<file path="src/rtl/i2s_pkg.sv">
// i2s_pkg: framing constants and types shared by the
// i2s_player / i2s_receiver pair.
package i2s_pkg;

  localparam int I2S_SAMPLE_BITS = 16;
  localparam int I2S_SLOT_BITS   = 32;

  typedef logic signed [15:0] sample_t;

  typedef enum logic [1:0] {
    HUNT,
    LEFT,
    RIGHT
  } rx_state_t;

endpackage

</file>
<file path="src/rtl/sync_edge_detect.sv">
// sync_edge_detect: N-flop synchronizer for one edge-detected line plus
// side-band data carried through the same stages, with a rise pulse.
module sync_edge_detect #(
  parameter int STAGES = 2,
  parameter int WIDTH  = 1
) (
  input  logic             clk,
  input  logic             reset,
  input  logic             sig,
  input  logic [WIDTH-1:0] d,
  output logic [WIDTH-1:0] q,
  output logic             rise
);

  logic [WIDTH:0]    stage [STAGES];
  logic [STAGES-1:0] fill;
  logic              lvl;
  logic              lvl_d;
  logic              primed;

  assign q      = stage[STAGES-1][WIDTH:1];
  assign lvl    = stage[STAGES-1][0];
  assign primed = fill[STAGES-1];
  assign rise   = primed & lvl & ~lvl_d;

  // Until the pipe holds real samples the delay flop reads high, so a
  // line already high at reset release must fall before it can rise.
  always_ff @(posedge clk) begin
    if (reset) begin
      for (int i = 0; i < STAGES; i++)
        stage[i] <= '0;
      fill  <= '0;
      lvl_d <= 1'b1;
    end else begin
      stage[0] <= {d, sig};
      for (int i = 1; i < STAGES; i++)
        stage[i] <= stage[i-1];
      fill  <= {fill[STAGES-2:0], 1'b1};
      lvl_d <= lvl | ~primed;
    end
  end

endmodule

</file>
<file path="src/rtl/i2s_receiver.sv">
// i2s_receiver: oversampled I2S deserializer; recovers left/right
// samples per 64-BCLK frame with slot-length checking.
module i2s_receiver
  import i2s_pkg::*;
#(
  parameter int SAMPLE_BITS = I2S_SAMPLE_BITS,
  parameter int SLOT_BITS   = I2S_SLOT_BITS,
  parameter int SYNC_STAGES = 2
) (
  input  logic                          clk_12mhz,
  input  logic                          reset,
  input  logic                          i2s_bclk,
  input  logic                          i2s_lrck,
  input  logic                          i2s_din,
  output logic signed [SAMPLE_BITS-1:0] left_sample,
  output logic signed [SAMPLE_BITS-1:0] right_sample,
  output logic                          sample_valid,
  output logic                          frame_err,
  output logic                          locked
);

  localparam int CW = $clog2(SLOT_BITS + 2);
  localparam logic [CW-1:0] CNT_ONE  = CW'(1);
  localparam logic [CW-1:0] CNT_SAMP = CW'(SAMPLE_BITS);
  localparam logic [CW-1:0] CNT_SLOT = CW'(SLOT_BITS);
  localparam logic [CW-1:0] CNT_SAT  = CW'(SLOT_BITS + 1);

  logic [1:0]             side;
  logic                   bclk_rise;
  logic                   lr;
  logic                   din;
  logic                   lr_prev;
  logic [CW-1:0]          bit_cnt;
  logic [SAMPLE_BITS-1:0] shift;
  logic [SAMPLE_BITS-1:0] hold;
  rx_state_t              state;
  rx_state_t              state_next;
  logic                   boundary;
  logic                   slot_ok;
  logic                   bad;
  logic                   load_hold;
  logic                   done;

  sync_edge_detect #(
    .STAGES(SYNC_STAGES),
    .WIDTH (2)
  ) u_sync (
    .clk  (clk_12mhz),
    .reset(reset),
    .sig  (i2s_bclk),
    .d    ({i2s_din, i2s_lrck}),
    .q    (side),
    .rise (bclk_rise)
  );

  assign lr       = side[0];
  assign din      = side[1];
  assign boundary = bclk_rise & (lr != lr_prev);
  assign slot_ok  = (bit_cnt == CNT_SLOT);

  always_ff @(posedge clk_12mhz) begin
    if (reset)
      state <= HUNT;
    else
      state <= state_next;
  end

  always_comb begin
    state_next = state;
    bad        = 1'b0;
    load_hold  = 1'b0;
    done       = 1'b0;
    if (boundary) begin
      unique case (state)
        LEFT: begin
          if (!slot_ok) begin
            bad        = 1'b1;
            state_next = HUNT;
          end else begin
            load_hold  = 1'b1;
            state_next = RIGHT;
          end
        end
        RIGHT: begin
          if (!slot_ok) begin
            bad        = 1'b1;
            state_next = HUNT;
          end else begin
            done       = 1'b1;
            state_next = LEFT;
          end
        end
        default: begin
          if (!lr)
            state_next = LEFT;
        end
      endcase
    end
  end

  always_ff @(posedge clk_12mhz) begin
    if (reset) begin
      lr_prev      <= 1'b0;
      bit_cnt      <= '0;
      shift        <= '0;
      hold         <= '0;
      left_sample  <= '0;
      right_sample <= '0;
      sample_valid <= 1'b0;
      frame_err    <= 1'b0;
      locked       <= 1'b0;
    end else begin
      sample_valid <= done;
      frame_err    <= bad;
      if (bclk_rise) begin
        lr_prev <= lr;
        if (boundary) begin
          bit_cnt <= CNT_ONE;
          shift   <= {{(SAMPLE_BITS-1){1'b0}}, din};
        end else begin
          if (bit_cnt < CNT_SAMP)
            shift <= {shift[SAMPLE_BITS-2:0], din};
          // saturate so an overlong slot still fails at its boundary
          if (bit_cnt < CNT_SAT)
            bit_cnt <= bit_cnt + CNT_ONE;
        end
      end
      if (load_hold)
        hold <= shift;
      if (done) begin
        left_sample  <= hold;
        right_sample <= shift;
        locked       <= 1'b1;
      end
      if (bad)
        locked <= 1'b0;
    end
  end

endmodule
</file>
<file path="config.mk">
export PLATFORM = sky130hd
export DESIGN_NAME = i2s_receiver
export DESIGN_NICKNAME = d
export VERILOG_FILES = /design/src/rtl/i2s_pkg.sv /design/src/rtl/sync_edge_detect.sv /design/src/rtl/i2s_receiver.sv
export SDC_FILE = /design/constraint.sdc
export NUM_CORES = 1
export LEC_CHECK = 0
export BUFFER_PORTS_ARGS = -buffer_cell sky130_fd_sc_hd__buf_2
export CAP_MARGIN = 10
export CORE_MARGIN = 8
export CORE_UTILIZATION = 48
export CTS_CLUSTER_DIAMETER = 150
export CTS_CLUSTER_SIZE = 10
export DETAILED_ROUTE_END_ITERATION = 10
export GPL_TIMING_DRIVEN = 0
export PLACE_DENSITY = 0.67
export SLEW_MARGIN = 20
export SYNTH_ARGS = -nofsm -noshare
export SYNTH_HDL_FRONTEND = slang
export SYNTH_SLANG_ARGS = --single-unit
</file>
<file path="constraint.sdc">
create_clock -name clk_12mhz -period 2.8 [get_ports clk_12mhz]
set_input_delay 0.28 -clock clk_12mhz [delete_from_list [all_inputs] [get_ports clk_12mhz]]
set_output_delay 0.28 -clock clk_12mhz [all_outputs]
set_load 0.05 [all_outputs]
</file>
Yosys cells after proc, flatten, opt, wreduce, memory -nomap -nowiden
Memory sizes are Yosys's and may differ from the RTL's.
Index checks and enable logic that the tools add are counted.
{ "totals": {"regBits": 79, "ramBits": 6, "output_inout_bits": 35, "memories": 1} }
{ "classes": {"n_addsub": 1, "n_lt_le_gt_ge": 2, "eq_ne": 5, "muxes": 22, "bitwise": 8, "n_reduce_logical": 7} }
{ "memory_table": {"columns": ["name", "depth", "word_bits", "read_ports", "rd_ports_with_merged_regs", "write_ports", "line", "text"], "rows": [
  ["u_sync.stage", 2, 3, 2, 0, 2, "sync_edge_detect.sv:15", "logic [WIDTH:0] stage [STAGES];"]
]} }
{ "ops": {"columns": ["op", "count"], "rows": [
  ["$mux W16", 2],
  ["$mux W1", 13],
  ["$mux W6", 2],
  ["$add A6 B1 Y6 const B", 1],
  ["$eq A6 B6 Y1 const B", 1],
  ["$lt A6 B5 Y1 const B", 1],
  ["$lt A6 B6 Y1 const B", 1],
  ["$mux W3", 2],
  ["$reduce_and A2 Y1", 3],
  ["$mux W2", 2],
  ["$pmux W2 S2", 1],
  ["$reduce_bool A2 Y1", 2],
  ["$reduce_or A2 Y1", 2],
  ["$and A1 B1 Y1", 3],
  ["$ne A3 B1 Y1 const B", 1],
  ["$or A1 B1 Y1", 3],
  ["$eq A2 B1 Y1 const B", 1],
  ["$eq A2 B2 Y1 const B", 1],
  ["$not A1 Y1", 2],
  ["$ne A1 B1 Y1", 1]
]} }

Depth between registers and ports, before layout
Gate-level depths: netlist of the first run.
An unclocked memory read counts as a cell.
{ "logic_depth": {"depth_word": 6, "ltp_mapped": 8} }

By module
A second synthesis of the first run with hierarchy kept.
{ "hier_totals": {"cells_unflattened": 381, "hier_area_um2": 3225.6} }
{ "modules_own_cells": {"columns": ["mod", "n_inst", "cells_each", "area_each_um2", "seq_area_each_um2"], "rows": [
  ["i2s_receiver", 1, 360, 2947.8, 1521.5],
  ["sync_edge_detect", 1, 21, 277.8, 180.2]
]} }

Worst setup path after synthesis of the first run
Ideal clock, no wire load.
{ "synth_path": {"path_type": "register to register", "from": "reg bit_cnt[0]", "to": "reg hold[10]", "setup_ns": 0.072, "arrival_time_ns": 1.643, "t_required_ns": 2.728, "path_slack_ns": 1.086, "stages_incl_launch_ff": 9, "period_less_slack_ns": 1.714, "path_cell_list": "dfxtp_1 -> inv_1 -> ha_1 -> nand2_1 -> nor4_2 -> and3_1 -> buf_4 -> buf_6 -> mux2i_1"} }
{ "synth_between": {"elab_chain_len": 4} }
{ "synth_rtl": {"columns": ["item", "line", "text"], "rows": [
  ["start: declaration", "i2s_receiver.sv:33", "logic [CW-1:0] bit_cnt;"],
  ["start signal: assignment", "i2s_receiver.sv:125", "bit_cnt <= bit_cnt + CNT_ONE;"],
  ["$eq A6 B6 Y1", "i2s_receiver.sv:59", "assign slot_ok = (bit_cnt == CNT_SLOT);"],
  ["$mux W1", "i2s_receiver.sv:76", "if (!slot_ok) begin"],
  ["$mux W1", "i2s_receiver.sv:74", "unique case (state)"],
  ["$mux W1", "i2s_receiver.sv:73", "if (boundary) begin"],
  ["end signal: assignment", "i2s_receiver.sv:129", "hold <= shift;"],
  ["end: declaration", "i2s_receiver.sv:35", "logic [SAMPLE_BITS-1:0] hold;"]
]} }
Every way passes these cells.
A chain may end at the register's enable or synchronous reset.

Worst setup path after layout of the first run
{ "layout_path": {"from": "reg bit_cnt[0]", "to": "reg hold[7]"} }
Same word-level chain as after synthesis.

==> results of run 1 <==
[logic make-up after synthesis]
logic type / count (synthesis)
mux: 48
flops: 85
buf+inv: 28
xor+xnor: 2
simple gates: 135
fa+ha+maj: 5
compound gates: 39
[cell type report]
type | instances | area [sq um] | share of cell area
Timing Repair Buffer | 38 | 190 | 0.0501
Buffer | 21 | 119 | 0.0313
Multi-Input combinational cell | 229 | 1410 | 0.372
Inverter | 7 | 26.3 | 0.00692
Sequential cell | 85 | 1700 | 0.448
Tap cell | 80 | 100 | 0.0264
Clock buffer | 9 | 124 | 0.0326
Clock inverter | 7 | 121 | 0.0320
[routing by layer]
| metal | track usage | vias up |
|---|---|---|
| li1 | - | 1250 |
| met1 | 0.177 | 1119 |
| met2 | 0.231 | 40 |
| met3 | 0.0370 | 11 |
| met4 | 0.0744 | 0 |
| met5 | 0 | - |
[flip-flops by register name (all words and copies together), names as in the netlist]
| name | cells |
|---|---|
| hold | 16 |
| left_sample | 16 |
| right_sample | 16 |
| shift | 16 |
| bit_cnt | 6 |
| u_sync.stage | 6 |
| state | 2 |
| u_sync.fill | 2 |
| frame_err | 1 |
| locked | 1 |
| lr_prev | 1 |
| sample_valid | 1 |
| u_sync.lvl_d | 1 |
[power groups by stage]
stage | registers [mW] | logic [mW] | clock network [mW]
2_1_floorplan | 1.24 | 0.0289 | 0
3_3_place_gp | 1.24 | 0.0434 | 0
3_5_place_dp | 1.25 | 0.0440 | 0
4_1_cts | 1.22 | 0.0441 | 1.07
5_1_grt | 1.22 | 0.0488 | 1.12
6_report | 1.22 | 0.0433 | 1.05
[per-stage QoR]
| stage | power (mW) | cells |
|---|---|---|
| final | 2.31 | 476 |
| after global routing | 2.39 | 476 |
| after CTS | 2.33 | 476 |
| after detailed placement | 1.29 | 460 |
| after global placement | 1.29 | 460 |
| after floorplan | 1.27 | 342 |
[critical path, stage by stage, from the launching register on]
cell	delay, ns
dfxtp_1	0.35
inv_1	0.11
ha_1	0.15
nand2_1	0.06
nor4_2	0.49
and3_1	0.25
buf_4	0.18
buf_6	0.19
mux2i_1	0.22
[path summary, 6_finish.rpt]
kind                   endpoint  slack, ns  cells past startpoint
max reg2reg             hold[7]       0.73                      8
min reg2reg        u_sync.lvl_d       0.43                      1
max                     hold[7]       0.73                      8
min          u_sync.stage[0][0]       0.14                      2
[cells in the mapped netlist]
library cell	count
nor3_1	1
buf_2	2
ha_1	5
o21ai_0	6
xor2_2	1
o31ai_1	1
nand3b_1	2
nand3_1	17
or4_1	3
o2111ai_1	2
o21a_1	1
inv_1	7
buf_6	4
nor4b_1	2
dfxtp_1	85
mux2i_1	48
o21ai_1	1
and3_1	3
nor4_2	1
a21oi_1	24
nand2_1	86
nand2b_1	1
clkbuf_1	13
nor3b_1	1
xnor2_2	1
and3b_1	1
a41oi_1	1
nand2_2	1
nor2_1	6
o31ai_2	1
and2_1	2
buf_4	2
a211oi_1	2
nor2b_1	8
==> metrics.md, run 1 <==
| Metric | Value |
|---|---|
| Outcome | finished, final reports clean |
| Internal power | 1.82 mW |
| Worst-margin pin slew | 0.644 ns |
| Fmax | 483 MHz |
| Layout Skew | 0.00930 ns |
| Top Ports | 40 |
| GRT overflow | 0 |
| Wire per inst | 13.9 um |
| CTS Hold Bufs | 0 |
| Critical path class | reg -> reg |
| Worst hold path type | in -> reg |
| Routed Antenna Nets | 0 |
| Die X | 98.4 um |
| Sw Pwr | 485 uW |
| RSZ-0062 raised after global routing | no |
| Routed met2 length | 3000 um |
| Max Cap Viol | 0 |
| Clk_lat worst skew | 0.35 ns |
| Total wire length | 6610 um |
| Initial Util | 0.488 |
| Met1 wire length | 3180 um |
| Post-synthesis compound-gate area fraction | 0.0687 |
| Fin Hold WS | 0.140 ns |
| Mapped cell area | 3260 sq um |
| Post-Syn Instances | 342 |
| Yosys reg bits | 85 |
| Gp weighted congestion | 0.793 |
| Sw Share | 0.210 |
| Pwr/cell area | 608 nW/um^2 |
| Setup Viol. Count Final | 0 |
| Critical path required time | 3.08 ns |
| Die height | 98.4 um |
| Final WS setup | 0.731 ns |
| Max FO, Critical Path | 10 |
| Die footprint | 9680 sq um |
| Clock transition at the registers of the reported paths | 0.09 ns |
| Area leader, netlist | dfxtp_1 |
| XOR/XNOR Fraction of Synth Area | 0.00998 |
| PortBufs | 38 |
| GRT Total Usage | 0.146 |
| Final core occ | 0.568 |
| Synth Area in Adders | 0.0192 |
| Sequential Power Share | 0.527 |
| Max-slew violation count | 0 |
| CTS tree | built |
| DR vias | 2420 |
| Synth-to-Final Area Change | 16.4% |
| Reg2reg start | bit_cnt[0] |
| Clock group share of total power | 0.454 |
| Dpl ws | 0.763 ns |
| CTS Buf Count | 9 |
| Setup TNS | 0 ns |
| Post-route DRC | 0 |
| Placed Area | 3550 sq um |
| Starting DRT DRC Count | 80 |
| Final instance area | 3790 sq um |
| Gate power share | 0.019 |
| Drt pass-1 iters | 4 |
| Post-cts sizing count | 0 |
| Crit path launch | bit_cnt[0] |
| Ant diodes | 0 |
| Hpwl dp | 4670 um |
| Wire length on met3 | 290 um |
| Synth top area cells | dfxtp_1, mux2i_1, nand2_1 |
| CTS sink count | 85 |
| Vias in the first global route | 2345 |
| Mux cell area share after synthesis | 0.147 |
| Pin count of the biggest net entering global routing | 16 |
| Startpoint Class | flip-flop |
| Syn_area_per_cell | 9.53 sq um |
| H-tree depth | 3 |
| Cell row count | 30 |
| Hold Violations, Final | 0 |
| Clk buf depth | 2 |
| Global-route wire length before repair | 11400 um |
| Slew HR | 0.567 |
| Synth Area in Simple Gates | 0.188 |
| Vias per inst | 5.08 |
| Tmin final | 2.07 ns |
| Netlist cell types | 34 |
| Sequential cell area fraction in the yosys report | 0.522 |
| Core Footprint | 6680 sq um |
| Most common cell after layout, fill and taps aside | nand2_1 |
| Pleak | 1.60 nW |
| Max layer used | met4 |
| Layout cell share with drive strength beyond 1 | 0.169 |
| Fin nets | 401 |
| Synth warn | 0 |
| Worst setup EP type | flip-flop |
| Filler instances | 620 |
| Initial antenna violation count | 0 |
| Largest family of logic cells by synthesized area | simple AND/OR/NAND/NOR gates |
| Hold Startpoint | i2s_bclk |
| Peak VDD IR | 0.284 mV |
| Critical path arrival | 2.35 ns |
| Mapped Nets | 352 |
| Post CTS Setup Buffer Count | 0 |
| Final period util | 0.739 |
| Most frequent cells in the layout | nand2_1, dfxtp_1, mux2i_1 |
| Share of the synthesized area in the top cell type | 0.522 |
| Root buf cell | clkbuf_8 |
Note: power is estimated with default switching activity, not from simulation.
==> inputs of run 2 (changes only) <==
==> constraint.sdc (replaced) <==
create_clock -name clk_12mhz -period 2.1 [get_ports clk_12mhz]
set_input_delay 0.21 -clock clk_12mhz [delete_from_list [all_inputs] [get_ports clk_12mhz]]
set_output_delay 0.21 -clock clk_12mhz [all_outputs]
set_load 0.05 [all_outputs]
==> metrics.md, run 2 (synthesis results as in run 1) <==
| Metric | Value |
|---|---|
| Outcome | finished, final reports clean |
| Pwr/cell area | 808 nW/um^2 (+33%) |
| Final core occ | 0.569 (+0.00131) |
| Final instance area | 3800 sq um (+0.23%) |
| Most frequent cells in the layout | nand2_1, dfxtp_1, mux2i_1 |
| Clock transition at the registers of the reported paths | 0.09 ns (about the same) |
| Clk buf depth | 2 (unchanged) |
| DR vias | 2429 (+0.37%) |
| Post CTS Setup Buffer Count | 0 (unchanged) |
| CTS tree | built |
| Max Cap Viol | 0 (unchanged) |
| Gate power share | 0.019 (about the same) |
| Cell row count | 30 (unchanged) |
| GRT overflow | 0 (unchanged) |
| Slew HR | 0.629 (+0.0620) |
| Post-route DRC | 0 (unchanged) |
| Clock group share of total power | 0.454 (about the same) |
| Worst setup EP type | flip-flop |
| Drt pass-1 iters | 4 (unchanged) |
| Hold Path End | u_sync.stage[0][0] |
| Starting DRT DRC Count | 84 (+5.0%) |
| Internal power | 2.43 mW (+33%) |
| Root buf cell | clkbuf_8 |
| Core Footprint | 6680 sq um (unchanged) |
| R2R Setup Slk | 0.19 ns (-0.54 ns) |
| Fin nets | 401 (unchanged) |
| Wire per inst | 13.9 um (+0.15%) |
| Startpoint Class | flip-flop |
| Slowest stage delay, CP | 0.35 ns (-0.14 ns) |
| Routed Antenna Nets | 0 (unchanged) |
| CTS sink count | 85 (unchanged) |
| Clk_lat worst skew | 0.35 ns (about the same) |
| Worst hold path type | in -> reg |
| Critical path required time | 2.38 ns (-0.70 ns) |
| Synth-to-Final Area Change | 16.7% |
| Sw Pwr | 645 uW (+33%) |
| Slowest-stage cell, CP | dfxtp_1 |
| Max FO, Critical Path | 10 (unchanged) |
| Vias per inst | 5.10 (+0.37%) |
| Final WS setup | 0.194 ns (-0.538 ns) |
| Layout Skew | 0.00875 ns (-0.000548 ns) |
| Global-route wire length before repair | 11400 um (unchanged) |
| Filler instances | 619 (-0.16%) |
| Crit path launch | bit_cnt[0] |
| Gp weighted congestion | 0.793 (unchanged) |
| CP top delay family | simple AND/OR/NAND/NOR gates |
| Total wire length | 6620 um (+0.15%) |
| Initial Util | 0.488 (unchanged) |
| Die footprint | 9680 sq um (unchanged) |
| Peak VDD IR | 0.379 mV (+33%) |
| Worst-path cell chain | inv_1 > ha_1 > nand2_1 > nor4_4 > and3_1 > buf_4 > buf_6 > mux2i_1 |
| Hold Startpoint | i2s_bclk |
| Critical path arrival | 2.19 ns (-0.16 ns) |
| Fmax | 525 MHz (+8.5%) |
| PortBufs | 38 (unchanged) |
| Worst R2R Path Depth | 8 (unchanged) |
| Die X | 98.4 um (unchanged) |
| H-tree depth | 3 (unchanged) |
| Setup Viol. Count Final | 0 (unchanged) |
| Most common cell after layout, fill and taps aside | nand2_1 |
| Reg2reg start | bit_cnt[0] |
| Post-cts sizing count | 0 (unchanged) |
| Pleak | 1.60 nW (about the same) |
| RSZ-0062 raised after global routing | no |
| Worst-margin pin slew | 0.557 ns (-0.0876 ns) |
| Fin Hold WS | 0.0700 ns (-0.0697 ns) |
| Max-slew violation count | 0 (unchanged) |
| Vias in the first global route | 2345 (unchanged) |
| CTS Hold Bufs | 0 (unchanged) |
| Tmin final | 1.91 ns (-0.162 ns) |
| RR Endpoint | hold[7] |
| Placed Area | 3550 sq um (unchanged) |
| Critical path class | reg -> reg |
| Hold Violations, Final | 0 (unchanged) |
| Initial antenna violation count | 0 (unchanged) |
| Sequential Power Share | 0.527 (about the same) |
| Top Ports | 40 (unchanged) |
| GRT Total Usage | 0.146 (unchanged) |
| Hpwl dp | 4670 um (unchanged) |
| Layout cell share with drive strength beyond 1 | 0.169 (unchanged) |
| Setup TNS | 0 ns (unchanged) |
| Pin count of the biggest net entering global routing | 16 (unchanged) |
| Sw Share | 0.210 (-0.000437) |
| Dpl ws | 0.0631 ns (-0.700 ns) |
| Crit path buf inv count | 3 (unchanged) |
| Final period util | 0.908 (+0.169) |
| Die height | 98.4 um (unchanged) |
| Hold path cells | 2 (unchanged) |
| Ant diodes | 0 (unchanged) |
| CTS Buf Count | 9 (unchanged) |
run 2: cell types whose count changed in the layout (fill, tap and decap cells not counted):
cell / previous run / this run
nor4_2: 1 / 0
nor4_4: 0 / 1
run 2: area by class of cell:
cell class              count  area [sq um]  area share
flip-flops and latches     85          1700       0.447
multi-input cells         229          1420       0.374
repair buffers             38           190      0.0500
clock buffers               9           124      0.0326
clock inverters             7           121      0.0319
plain buffers              21           119      0.0312
well taps                  80           100      0.0263
inverters                   7          26.3     0.00691
run 2: how the worst max path moves through the flow:
| stage | to | cells after the start | slack [ns] |
|---|---|---|---|
| 6_report | hold[7] | 8 | 0.19 |
| 5_1_grt | shift[13] | 5 | 0.03 |
| 4_1_cts | hold[7] | 8 | 0.05 |
| 3_5_place_dp | hold[7] | 8 | 0.06 |
| 3_3_place_gp | hold[11] | 8 | 0.12 |
| 2_1_floorplan | hold[10] | 8 | 0.39 |
run 2: metal layers:
metal / global-route usage / share of wire
met5: 0 / 0
met4: 0.0744 / 0.020
met3: 0.0370 / 0.043
met2: 0.231 / 0.46
met1: 0.177 / 0.48
run 2: power groups by stage:
stage | sequential [mW] | clock (mW) | combinational [mW]
2_1_floorplan | 1.66 | 0 | 0.0386
3_3_place_gp | 1.66 | 0 | 0.0578
3_5_place_dp | 1.66 | 0 | 0.0586
4_1_cts | 1.62 | 1.42 | 0.0588
5_1_grt | 1.62 | 1.50 | 0.0651
6_report | 1.62 | 1.40 | 0.0579
run 2: stage by stage:
stage	power, mW	std cells
global placement	1.72	460
CTS	3.10	476
detailed placement	1.72	460
finish	3.08	476
global route	3.19	476
floorplan	1.70	342
==> inputs of run 3 (changes only) <==
--- a/config.mk
+++ b/config.mk
@@ -17,4 +17,5 @@
 export SLEW_MARGIN = 20
 export SYNTH_ARGS = -nofsm -noshare
 export SYNTH_HDL_FRONTEND = slang
+export SYNTH_HIERARCHICAL = 1
 export SYNTH_SLANG_ARGS = --single-unit
==> metrics.md, run 3 <==
| Metric | Value |
|---|---|
| Crit path buf inv count | 2 (-1) |
| Final instance area | 3740 sq um (-1.6%) |
| Startpoint Class | flip-flop |
| Mapped cell area | 3230 sq um (-1.0%) |
| Slowest stage delay, CP | 0.31 ns (-0.04 ns) |
| H-tree depth | 3 (unchanged) |
| Max FO, Critical Path | 10 (unchanged) |
| Die footprint | 9600 sq um (-0.87%) |
| Number of flops mapped to enable cells by yosys | 0 (unchanged) |
| Layout Skew | 0.00989 ns (+0.00114 ns) |
| Filler instances | 640 (+3.4%) |
| CTS Buf Count | 9 (unchanged) |
| DR vias | 2724 (+12%) |
| Setup Viol. Count Final | 0 (unchanged) |
| Share of the synthesized area in the top cell type | 0.528 (+0.00547) |
| Total wire length | 7270 um (+9.8%) |
| CTS Hold Bufs | 0 (unchanged) |
| GRT overflow | 0 (unchanged) |
| Critical path required time | 2.32 ns (-0.06 ns) |
| Max Cap Viol | 0 (unchanged) |
| Yosys reg bits | 85 (unchanged) |
| Synth top area cells | dfxtp_1, nand2_1, a21oi_1 |
| Post-synth top cells | nand2_1, dfxtp_1, a21oi_1, clkbuf_1, nand4_1 |
| Placed Area | 3520 sq um (-0.81%) |
| Starting DRT DRC Count | 149 (+77%) |
| Clk_lat worst skew | 0.36 ns (about the same) |
| Worst-path cell chain | and3b_1 > clkbuf_1 > and2_1 > nand4_2 > clkbuf_2 > nand2_1 > a21oi_1 |
| Count leader, synth | nand2_1 |
| Root buf cell | clkbuf_8 |
| Worst-margin pin slew | 0.580 ns (+0.0236 ns) |
| Initial Util | 0.485 (-0.00233) |
| Fin nets | 443 (+10%) |
| PortBufs | 39 (+2.6%) |
| Worst setup EP type | flip-flop |
| Clk buf depth | 2 (unchanged) |
| Drt pass-1 iters | 4 (unchanged) |
| Hpwl dp | 5240 um (+12%) |
| Most common cell after layout, fill and taps aside | nand2_1 |
| Pwr/cell area | 763 nW/um^2 (-5.6%) |
| Hold Violations, Final | 0 (unchanged) |
| Peak VDD IR | 0.387 mV (+2.1%) |
| Layout cell share with drive strength beyond 1 | 0.183 (+0.0135) |
| Primary FF master, synth | dfxtp_1 |
| Tmin final | 1.86 ns (-0.0503 ns) |
| Initial antenna violation count | 0 (unchanged) |
| CTS tree | built |
| Clock transition at the registers of the reported paths | 0.09 ns (about the same) |
| Syn_area_per_cell | 8.47 sq um (-11%) |
| Critical path arrival | 2.08 ns (-0.11 ns) |
| RSZ-0062 raised after global routing | no |
| Worst hold path type | in -> reg |
| Core Footprint | 6640 sq um (-0.56%) |
| Most frequent cells in the layout | nand2_1, dfxtp_1, a21oi_1 |
| Die height | 98.0 um (-0.44%) |
| Area leader, netlist | dfxtp_1 |
| Tot Pwr | 2.86 mW (-7.1%) |
| Setup TNS | 0 ns (unchanged) |
| Post-synth ARST share | 0 (unchanged) |
| Routed Antenna Nets | 0 (unchanged) |
| Mapped Nets | 391 (+11%) |
| Netlist cell types | 38 (+12%) |
| Vias per inst | 5.26 (+3.1%) |
| Cell row count | 30 (unchanged) |
| Global-route wire length before repair | 12700 um (+11%) |
| CP top delay family | simple AND/OR/NAND/NOR gates |
| Synth warn | 6 (+6) |
| Post-Syn Instances | 381 (+11%) |
| Die X | 98.0 um (-0.44%) |
| Fin Hold WS | 0.0699 ns (-0.0000898 ns) |
| Wire per inst | 14.0 um (+0.90%) |
| GRT Total Usage | 0.161 (+0.0155) |
| Synth-to-Final Area Change | 16.1% |
| Final core occ | 0.563 (-0.00582) |
| CTS sink count | 85 (unchanged) |
| Outcome | finished, final reports clean |
| Top Ports | 40 (unchanged) |
| Slowest-stage cell, CP | dfxtp_1 |
| Post-route DRC | 0 (unchanged) |
| Gp weighted congestion | 0.874 (+10%) |
| Pleak | 1.40 nW (-13%) |
| Vias in the first global route | 2649 (+13%) |
| Slew HR | 0.613 (-0.0157) |
| Critical path class | reg -> reg |
| Sequential cell area fraction in the yosys report | 0.528 (+0.00547) |
| Fmax | 539 MHz (+2.7%) |
| Ant diodes | 0 (unchanged) |
| Pin count of the biggest net entering global routing | 17 (+1) |
| Final period util | 0.884 (-0.0239) |
| Max-slew violation count | 0 (unchanged) |
==> run 3: cell types whose count changed in the layout (fill, tap and decap cells not counted), sizes merged, moves of 4 or more <==
cell    previous run  this run
nand3             17         0
a21oi             24        70
clkbuf            22        26
nand4              0        17
nor2b              8         0
buf               46        51
and2b              0         7
nand2b             1         5
nand2             87       115
mux2i             48         2
==> run 3: final timing paths <==
path / startpoint / end / slack (ns) / cells after the start
max: u_sync/lvl_d / hold[12] / 0.24 / 7
min: i2s_din / u_sync/stage[0][2] / 0.07 / 2
max reg2reg: u_sync/lvl_d / hold[12] / 0.24 / 7
min reg2reg: left_sample[3] / left_sample[3] / 0.45 / 2
==> run 3: kinds of logic after synthesis <==
family / after synthesis / synth area share
AOI/OAI and AO/OA: 85 / 0.141
xor gates and xnor gates: 2 / 0.00776
adders and majority gates: 5 / 0.0194
buffers and inverters: 35 / 0.0555
DFF: 85 / 0.528
muxes: 2 / 0.00621
and+or+nand+nor: 167 / 0.243
==> run 3: worst register-to-register path, stage by stage, from the launching register on <==
cell      delay [ns]
dfxtp_1         0.31
and3b_1         0.19
clkbuf_1        0.28
and2_1          0.22
nand4_2         0.25
clkbuf_2        0.30
nand2_1         0.11
a21oi_1         0.07
==> run 3: metrics by stage <==
step | setup WS [ns] | cells
after global placement | 0.143 | 500
after detailed placement | 0.103 | 500
after floorplan | 0.480 | 381
after global routing | 0.0408 | 518
after CTS | 0.0775 | 516
final | 0.244 | 518
==> run 3: area by class of cell <==
class                      instances  area, sq um  share of cell area
timing repair buffer              41          210              0.0561
clock inverter                     7         78.8              0.0211
sequential                        85         1700               0.455
clock buffer                       9          124              0.0331
inverter                           8         30.0             0.00802
multi-input combinational        261         1350               0.359
tap                               80          100              0.0267
buffer                            27          154              0.0411
==> run 3: repair_timing <==
item	in CTS	in global routing
setup buffers	0	2
resized for setup	0	8
endpoints found under the setup margin	0	33
==> run 3: layer usage <==
metal  GRT usage  part of all wire  routed length [um]
met1       0.201              0.47                3390
met2       0.258              0.47                3380
met3      0.0349             0.047                 344
met4      0.0779             0.020                 147
met5           0                 0                   0
==> run 3: power breakdown <==
group | internal (mW) | switching (mW)
combinational | 0.0178 | 0.0422
sequential | 1.62 | 0.00270
clock | 0.566 | 0.610
